File: src/rtl/alu_issue_stage_pkg.sv
// Shared types and RV32I encoding constants for the ALU issue stage.
// Covers ALU op codes, operand-B select, opcode/funct fields and immediate extraction.
package alu_issue_stage_pkg;

   typedef enum logic [3:0] {
      ALU_AND     = 4'b0000,
      ALU_OR      = 4'b0001,
      ALU_ADD     = 4'b0010,
      ALU_SUB     = 4'b0110,
      ALU_INVALID = 4'b1111
   } alu_op_t;

   typedef enum logic {
      SRC2_RS2 = 1'b0,
      SRC2_IMM = 1'b1
   } src2_sel_t;

   localparam logic [6:0] OP_R      = 7'b0110011;
   localparam logic [6:0] OP_IMM    = 7'b0010011;
   localparam logic [6:0] OP_LOAD   = 7'b0000011;
   localparam logic [6:0] OP_STORE  = 7'b0100011;
   localparam logic [6:0] OP_BRANCH = 7'b1100011;

   localparam logic [2:0] F3_ADD_SUB = 3'b000;
   localparam logic [2:0] F3_AND     = 3'b111;
   localparam logic [2:0] F3_OR      = 3'b110;
   localparam logic [2:0] F3_WORD    = 3'b010;
   localparam logic [2:0] F3_BEQ     = 3'b000;
   localparam logic [2:0] F3_BNE     = 3'b001;

   localparam logic [6:0] F7_BASE = 7'b0000000;
   localparam logic [6:0] F7_ALT  = 7'b0100000;

   function automatic logic [11:0] imm_i(input logic [31:0] instr);
      return instr[31:20];
   endfunction

   function automatic logic [11:0] imm_s(input logic [31:0] instr);
      return {instr[31:25], instr[11:7]};
   endfunction

endpackage

File: src/rtl/alu_issue_stage_if.sv
// Issue-stage bus: instruction/register-data input handshake and the ID/EX payload.
// master drives instructions and consumes the payload; slave is the issue stage.
interface alu_issue_stage_if
   import alu_issue_stage_pkg::*;
#(
   parameter int unsigned XLEN = 32
);

   logic            in_valid;
   logic            in_ready;
   logic [31:0]     instr;
   logic [XLEN-1:0] rs1_data;
   logic [XLEN-1:0] rs2_data;
   logic            flush;

   logic            out_valid;
   logic            out_ready;
   alu_op_t         aluop;
   logic [XLEN-1:0] data1;
   logic [XLEN-1:0] data2;
   logic [XLEN-1:0] store_data;
   logic [4:0]      rd;
   logic            reg_write;
   logic            mem_read;
   logic            mem_write;
   logic            branch;
   logic            branch_ne;
   logic            illegal;

   modport master (
      output in_valid, instr, rs1_data, rs2_data, flush, out_ready,
      input  in_ready, out_valid, aluop, data1, data2, store_data, rd,
             reg_write, mem_read, mem_write, branch, branch_ne, illegal
   );

   modport slave (
      input  in_valid, instr, rs1_data, rs2_data, flush, out_ready,
      output in_ready, out_valid, aluop, data1, data2, store_data, rd,
             reg_write, mem_read, mem_write, branch, branch_ne, illegal
   );

endinterface

File: src/rtl/alu_issue_stage_decode.sv
// Combinational RV32I ALU-subset decoder: ALU op, sign-extended immediate, operand select and control flags.
// Any encoding outside the subset reports illegal with op 4'b1111 and every side-effect flag cleared.
module alu_decode
   import alu_issue_stage_pkg::*;
#(
   parameter int unsigned XLEN = 32
)
(
   input  logic [31:0]     instr,
   output alu_op_t         aluop,
   output logic [XLEN-1:0] imm,
   output src2_sel_t       src2,
   output logic            reg_write,
   output logic            mem_read,
   output logic            mem_write,
   output logic            branch,
   output logic            branch_ne,
   output logic            illegal
);

   logic [6:0]  opcode;
   logic [2:0]  funct3;
   logic [6:0]  funct7;
   logic [11:0] imm12;
   logic        unused_rs1_field;

   assign opcode = instr[6:0];
   assign funct3 = instr[14:12];
   assign funct7 = instr[31:25];
   assign unused_rs1_field = ^instr[19:15];

   always_comb begin
      aluop     = ALU_INVALID;
      imm12     = imm_i(instr);
      src2      = SRC2_RS2;
      reg_write = 1'b0;
      mem_read  = 1'b0;
      mem_write = 1'b0;
      branch    = 1'b0;
      branch_ne = 1'b0;
      illegal   = 1'b1;

      case (opcode)
         OP_R: begin
            if (funct7 == F7_BASE) begin
               case (funct3)
                  F3_ADD_SUB: aluop = ALU_ADD;
                  F3_AND:     aluop = ALU_AND;
                  F3_OR:      aluop = ALU_OR;
                  default:    aluop = ALU_INVALID;
               endcase
            end else if (funct7 == F7_ALT && funct3 == F3_ADD_SUB) begin
               aluop = ALU_SUB;
            end
            illegal   = (aluop == ALU_INVALID);
            reg_write = !illegal;
         end

         OP_IMM: begin
            // funct7 bits belong to the immediate here, so they are not checked
            case (funct3)
               F3_ADD_SUB: aluop = ALU_ADD;
               F3_AND:     aluop = ALU_AND;
               F3_OR:      aluop = ALU_OR;
               default:    aluop = ALU_INVALID;
            endcase
            illegal   = (aluop == ALU_INVALID);
            reg_write = !illegal;
            src2      = SRC2_IMM;
         end

         OP_LOAD: begin
            if (funct3 == F3_WORD) begin
               aluop     = ALU_ADD;
               src2      = SRC2_IMM;
               mem_read  = 1'b1;
               reg_write = 1'b1;
               illegal   = 1'b0;
            end
         end

         OP_STORE: begin
            if (funct3 == F3_WORD) begin
               aluop     = ALU_ADD;
               imm12     = imm_s(instr);
               src2      = SRC2_IMM;
               mem_write = 1'b1;
               illegal   = 1'b0;
            end
         end

         OP_BRANCH: begin
            if (funct3 == F3_BEQ || funct3 == F3_BNE) begin
               aluop     = ALU_SUB;
               branch    = 1'b1;
               branch_ne = funct3[0];
               illegal   = 1'b0;
            end
         end

         default: begin
            aluop = ALU_INVALID;
         end
      endcase
   end

   assign imm = {{(XLEN-12){imm12[11]}}, imm12};

endmodule

File: src/rtl/alu_issue_stage.sv
// ID/EX issue register: decodes the ALU subset and holds operands behind a valid/ready handshake.
// Flush kills both the held entry and any same-cycle capture; reset clears the payload immediately.
module alu_issue_stage
   import alu_issue_stage_pkg::*;
#(
   parameter int unsigned XLEN = 32
)
(
   input  logic             clk,
   input  logic             rst,
   alu_issue_stage_if.slave bus
);

   alu_op_t         dec_aluop;
   logic [XLEN-1:0] dec_imm;
   src2_sel_t       dec_src2;
   logic            dec_reg_write;
   logic            dec_mem_read;
   logic            dec_mem_write;
   logic            dec_branch;
   logic            dec_branch_ne;
   logic            dec_illegal;

   logic            capture;
   logic [XLEN-1:0] operand_b;

   alu_decode #(.XLEN(XLEN)) u_decode (
      .instr     (bus.instr),
      .aluop     (dec_aluop),
      .imm       (dec_imm),
      .src2      (dec_src2),
      .reg_write (dec_reg_write),
      .mem_read  (dec_mem_read),
      .mem_write (dec_mem_write),
      .branch    (dec_branch),
      .branch_ne (dec_branch_ne),
      .illegal   (dec_illegal)
   );

   assign bus.in_ready = !bus.out_valid || bus.out_ready;
   assign capture      = bus.in_valid && bus.in_ready && !bus.flush;
   assign operand_b    = (dec_src2 == SRC2_IMM) ? dec_imm : bus.rs2_data;

   always_ff @(posedge clk or posedge rst) begin
      if (rst) begin
         bus.out_valid <= 1'b0;
      end else if (bus.flush) begin
         bus.out_valid <= 1'b0;
      end else if (capture) begin
         bus.out_valid <= 1'b1;
      end else if (bus.out_ready) begin
         bus.out_valid <= 1'b0;
      end
   end

   always_ff @(posedge clk or posedge rst) begin
      if (rst) begin
         bus.aluop      <= ALU_AND;
         bus.data1      <= '0;
         bus.data2      <= '0;
         bus.store_data <= '0;
         bus.rd         <= '0;
         bus.reg_write  <= 1'b0;
         bus.mem_read   <= 1'b0;
         bus.mem_write  <= 1'b0;
         bus.branch     <= 1'b0;
         bus.branch_ne  <= 1'b0;
         bus.illegal    <= 1'b0;
      end else if (capture) begin
         bus.aluop      <= dec_aluop;
         bus.data1      <= bus.rs1_data;
         bus.data2      <= operand_b;
         bus.store_data <= bus.rs2_data;
         bus.rd         <= bus.instr[11:7];
         bus.reg_write  <= dec_reg_write;
         bus.mem_read   <= dec_mem_read;
         bus.mem_write  <= dec_mem_write;
         bus.branch     <= dec_branch;
         bus.branch_ne  <= dec_branch_ne;
         bus.illegal    <= dec_illegal;
      end
   end

endmodule

File: src/flat_wrapper.sv
// flat-port wrapper written by rule: the top's interface ports become plain ports
module alu_issue_stage_flat import alu_issue_stage_pkg::*;
#(
   parameter int unsigned XLEN = 32
)
  (clk, rst, bus_in_valid, bus_instr, bus_rs1_data, bus_rs2_data, bus_flush, bus_out_ready, bus_in_ready, bus_out_valid, bus_aluop, bus_data1, bus_data2, bus_store_data, bus_rd, bus_reg_write, bus_mem_read, bus_mem_write, bus_branch, bus_branch_ne, bus_illegal);
  alu_issue_stage_if #(.XLEN(XLEN)) bus_i ();
  input  logic clk;
  input  logic rst;
  input wire logic [$bits(bus_i.in_valid)-1:0] bus_in_valid;
  input wire logic [$bits(bus_i.instr)-1:0] bus_instr;
  input wire logic [$bits(bus_i.rs1_data)-1:0] bus_rs1_data;
  input wire logic [$bits(bus_i.rs2_data)-1:0] bus_rs2_data;
  input wire logic [$bits(bus_i.flush)-1:0] bus_flush;
  input wire logic [$bits(bus_i.out_ready)-1:0] bus_out_ready;
  output wire logic [$bits(bus_i.in_ready)-1:0] bus_in_ready;
  output wire logic [$bits(bus_i.out_valid)-1:0] bus_out_valid;
  output wire logic [$bits(bus_i.aluop)-1:0] bus_aluop;
  output wire logic [$bits(bus_i.data1)-1:0] bus_data1;
  output wire logic [$bits(bus_i.data2)-1:0] bus_data2;
  output wire logic [$bits(bus_i.store_data)-1:0] bus_store_data;
  output wire logic [$bits(bus_i.rd)-1:0] bus_rd;
  output wire logic [$bits(bus_i.reg_write)-1:0] bus_reg_write;
  output wire logic [$bits(bus_i.mem_read)-1:0] bus_mem_read;
  output wire logic [$bits(bus_i.mem_write)-1:0] bus_mem_write;
  output wire logic [$bits(bus_i.branch)-1:0] bus_branch;
  output wire logic [$bits(bus_i.branch_ne)-1:0] bus_branch_ne;
  output wire logic [$bits(bus_i.illegal)-1:0] bus_illegal;
  assign bus_i.in_valid = bus_in_valid;
  assign bus_i.instr = bus_instr;
  assign bus_i.rs1_data = bus_rs1_data;
  assign bus_i.rs2_data = bus_rs2_data;
  assign bus_i.flush = bus_flush;
  assign bus_i.out_ready = bus_out_ready;
  assign bus_in_ready = bus_i.in_ready;
  assign bus_out_valid = bus_i.out_valid;
  assign bus_aluop = bus_i.aluop;
  assign bus_data1 = bus_i.data1;
  assign bus_data2 = bus_i.data2;
  assign bus_store_data = bus_i.store_data;
  assign bus_rd = bus_i.rd;
  assign bus_reg_write = bus_i.reg_write;
  assign bus_mem_read = bus_i.mem_read;
  assign bus_mem_write = bus_i.mem_write;
  assign bus_branch = bus_i.branch;
  assign bus_branch_ne = bus_i.branch_ne;
  assign bus_illegal = bus_i.illegal;
  alu_issue_stage #(.XLEN(XLEN)) u_core (.clk(clk), .rst(rst), .bus(bus_i));
endmodule
File: config.mk
export PLATFORM = sky130hd
export DESIGN_NAME = alu_issue_stage_flat
export DESIGN_NICKNAME = d
export VERILOG_FILES = /design/src/rtl/alu_issue_stage_pkg.sv /design/src/rtl/alu_issue_stage_if.sv /design/src/rtl/alu_issue_stage_decode.sv /design/src/rtl/alu_issue_stage.sv /design/src/flat_wrapper.sv
export SDC_FILE = /design/constraint.sdc
export NUM_CORES = 1
export LEC_CHECK = 0
export BUFFER_PORTS_ARGS = -buffer_cell sky130_fd_sc_hd__buf_4
export CELL_PAD_IN_SITES_DETAIL_PLACEMENT = 1
export CELL_PAD_IN_SITES_GLOBAL_PLACEMENT = 1
export CORE_MARGIN = 4
export CORE_UTILIZATION = 33
export DETAILED_ROUTE_END_ITERATION = 6
export MAX_ROUTING_LAYER = met4
export PLACE_DENSITY_LB_ADDON = 0.1
export SYNTH_ARGS = -nofsm -noshare
export SYNTH_HDL_FRONTEND = slang
export SYNTH_SLANG_ARGS = --single-unit
export TNS_END_PERCENT = 1
File: constraint.sdc
create_clock -name clk -period 5 [get_ports clk]
set_input_delay 1 -clock clk [delete_from_list [all_inputs] [get_ports clk]]
set_output_delay 1 -clock clk [all_outputs]
set_load 0.02 [all_outputs]
==> summary.md <==
| Metric | Value |
|---|---|
| Internal cell power | 0.00164 W |
| Initial DRC count | 206 |
| Seq cells post-synth | 112 |
| Die width | 127 µm |
| Cell variety after synth | 41 |
| Die Ht | 127 µm |
| Critical path launch point | bus_out_ready |
| Slew Limit Fails | 0 |
| Clk_lat worst skew | 0.35 ns |
| Total congestion overflow | 0 |
| HP Class | flop to flop |
| Placed instance area | 6410 µm² |
| Final setup viols | 0 |
| Final nets | 829 |
| Max-slew headroom | 30.0% |
| Syn-to-layout area delta | 42.2% |
| First-pass GRT wire length | 24,800 µm |
| Critical path class | input port to flop |
| # Post-CTS Setup Buffers | 0 |
| Crit path launch type | input port |
| Static leakage | 3.49 nW |
| Initial Util | 33.7% |
| Sw Pwr | 0.000764 W |
| Root Buffer | clkbuf_16 |
| Clock Tree Buf Depth | 2 |
| PD cells | 360 nW/µm² |
| Number of max-cap violations | 0 |
| Vias in the first global route | 4,719 |
| Cts hold-fix bufs | 0 |
| H-tree levels | 3 |
| Largest net degree at the start of global routing | 94 |
| HPWL after detailed placement | 11,000 µm |
| # diodes | 0 |
| Req. time, crit path | 5.20 ns |
| Clk sinks | 112 |
| Share of cells above drive strength 1 | 32.1% |
| Synthesized Nets | 636 |
| Reg power frac | 45.5% |
| Worst Clk Skew | 0.00811 ns |
| Main synth FF type | dfrtp_1 |
| Clk slew on worst S/H paths | 0.07 ns |
| # IOs | 214 |
| CORE AREA | 13,900 µm² |
| Syn. warnings | 0 |
| Wire length per cell | 16.7 µm |
| Mapped Area | 4700 µm² |
| RSZ-0062 raised after global routing | no |
| Final Cycle Share | 51.8% |
| PortBufs | 208 |
| CTS tree | built |
| Number of routed nets with antenna violations | 0 |
| Via count | 4,419 |
| Reg-to-reg startpoint | u_core.bus.out_valid$_DFFE_PP0P_ |
| Reg2Reg Setup Slack | 2.88 ns |
| Worst Setup EP | u_core.bus.data2[28]$_DFFE_PP0P_ |
| Cell count of the worst reg-to-reg path | 4 |
| Overall routing resource usage | 19.7% |
| Total wire length | 15,300 µm |
| Avg Cell Area, Syn | 8.79 µm² |
| Least-Margin Pin Slew | 1.05 ns |
| Cells after Synth | 535 |
| Row cnt | 43 |
| Die area | 16,200 µm² |
| Reg2Reg Capture Point | u_core.bus.data2[28]$_DFFE_PP0P_ |
| Final hold vios | 0 |
| Filler cells | 1,680 |
| Net Sw Frac | 31.8% |
| Commonest non-fill, non-tap cell in the layout | nand2_1 |
| Worst slack at placement | 2.04 ns |
| TritonRoute pass-1 iters | 4 |
| Final Instance Area | 6690 µm² |
| CP endpoint kind | flop |
| DR DRC count | 0 |
| Fin crit period | 2.59 ns |
| Fmax | 0.386 GHz |
| Final worst slack | 2.41 ns |
| Initial antenna violation count | 0 |
| Ys async rst share | 100% |
| Setup_tns | 0 ns |
| CTS-repair resized insts | 0 |
| Vias per inst | 4.84 |
| Outcome | completed |
| Most frequent cells in the layout | nand2_1 (255), buf_4 (213), dfrtp_1 (112), a21oi_1 (27), o21ai_1 (19) |
| Clock power share | 28.6% |
| Combinational power share | 25.9% |
| Crit-path max FO | 63 |
| Gpl congestion | 0.815 |
| Peak VDD IR | 0.188 mV |
| CP arrival | 2.79 ns |
| Cts bufs inserted | 9 |
| Post-synthesis sequential area ratio | 59.6% |
| Post-synth EDFFs | 0 |
cell type report:
type                    instances  area, µm²  area share (%)
inverters                       3       13.8           0.206
clock inverters                 4       27.5           0.412
flip-flops and latches        112       2800            41.9
repair buffers                213       1600            23.9
well taps                     180        225            3.37
clock buffers                  12        246            3.69
multi-input cells             389       1770            26.5
per-layer routing:
layer / GRT usage, % / vias up / routed length, µm
li1: - / 2129 / -
met1: 24.3 / 2159 / 6360
met2: 32.1 / 121 / 7760
met3: 5.52 / 10 / 1010
met4: 4.79 / 0 / 143
met5: - / - / 0
Yosys cell counts (2+ instances only):
cell type,count,area [µm²]
a21oi_1,27,135
a221oi_1,6,52.6
a31oi_1,6,37.5
and2_1,2,12.5
and3_1,5,31.3
buf_2,4,20.0
clkbuf_1,26,97.6
dfrtp_1,112,2800
inv_1,3,11.3
nand2_1,256,961
nand2b_1,2,12.5
nor2_1,14,52.6
nor2b_1,4,25.0
nor3_1,4,20.0
nor4b_1,2,17.5
o211ai_1,3,22.5
o21ai_0,16,80.1
o21ai_1,19,95.1
o32ai_1,2,17.5
flip-flops by register name (all words and copies together) (netlist names):
register               flops
u_core.bus.mem_write       1
u_core.bus.data2          32
u_core.bus.rd              5
u_core.bus.illegal         1
u_core.bus.out_valid       1
u_core.bus.branch          1
u_core.bus.mem_read        1
u_core.bus.aluop           4
u_core.bus.store_data     32
u_core.bus.branch_ne       1
u_core.bus.reg_write       1
u_core.bus.data1          32
worst max-delay path, stage by stage:
cell and delay [ns]:
buf_4 0.10, nand2b_1 0.24, nand2_4 0.57, buf_4 0.63, o21ai_0 0.20
metrics by stage:
| step | util [%] | hold WS, ns | std cells | total power (W) |
|---|---|---|---|---|
| 3_5_place_dp | 46.0 | 0.464 | 897 | 0.00175 |
| 4_1_cts | 48.0 | 0.482 | 913 | 0.00244 |
| 3_3_place_gp | 46.0 | 0.459 | 897 | 0.00173 |
| 5_1_grt | 48.0 | 0.512 | 913 | 0.00254 |
| 2_1_floorplan | - | 0.589 | 535 | 0.00141 |
| 6_report | 48.0 | 0.477 | 913 | 0.00240 |
worst min-delay path by stage:
stage          slack [ns]  depth (start not counted)                              from                               end
4_1_cts              0.48                          2   u_core.bus.data1[7]$_DFFE_PP0P_   u_core.bus.data1[7]$_DFFE_PP0P_
3_5_place_dp         0.46                          2   u_core.bus.data1[7]$_DFFE_PP0P_   u_core.bus.data1[7]$_DFFE_PP0P_
6_report             0.48                          2   u_core.bus.data1[7]$_DFFE_PP0P_   u_core.bus.data1[7]$_DFFE_PP0P_
2_1_floorplan        0.59                          2   u_core.bus.data1[0]$_DFFE_PP0P_   u_core.bus.data1[0]$_DFFE_PP0P_
3_3_place_gp         0.46                          2   u_core.bus.data1[4]$_DFFE_PP0P_   u_core.bus.data1[4]$_DFFE_PP0P_
5_1_grt              0.51                          2  u_core.bus.data1[29]$_DFFE_PP0P_  u_core.bus.data1[29]$_DFFE_PP0P_
logic make-up (layout without fill, tap and decap cells):
group           Yosys count  in the layout  synth area share (%)
compound gates           88             88                  11.1
mux                       1              1                 0.240
flops                   112            112                  59.6
buf+inv                  34            232                  2.90
simple gates            300            300                  26.2
power by group through the flow:
stage / Combinational, W / Clock [W] / Sequential (W)
global route: 0.000676 / 0.000756 / 0.00111
finish: 0.000622 / 0.000688 / 0.00109
global placement: 0.000621 / 0 / 0.00111
CTS: 0.000634 / 0.000710 / 0.00110
floorplan: 0.000153 / 0 / 0.00126
detailed placement: 0.000633 / 0 / 0.00111
Power figures use the tool's default switching activity.
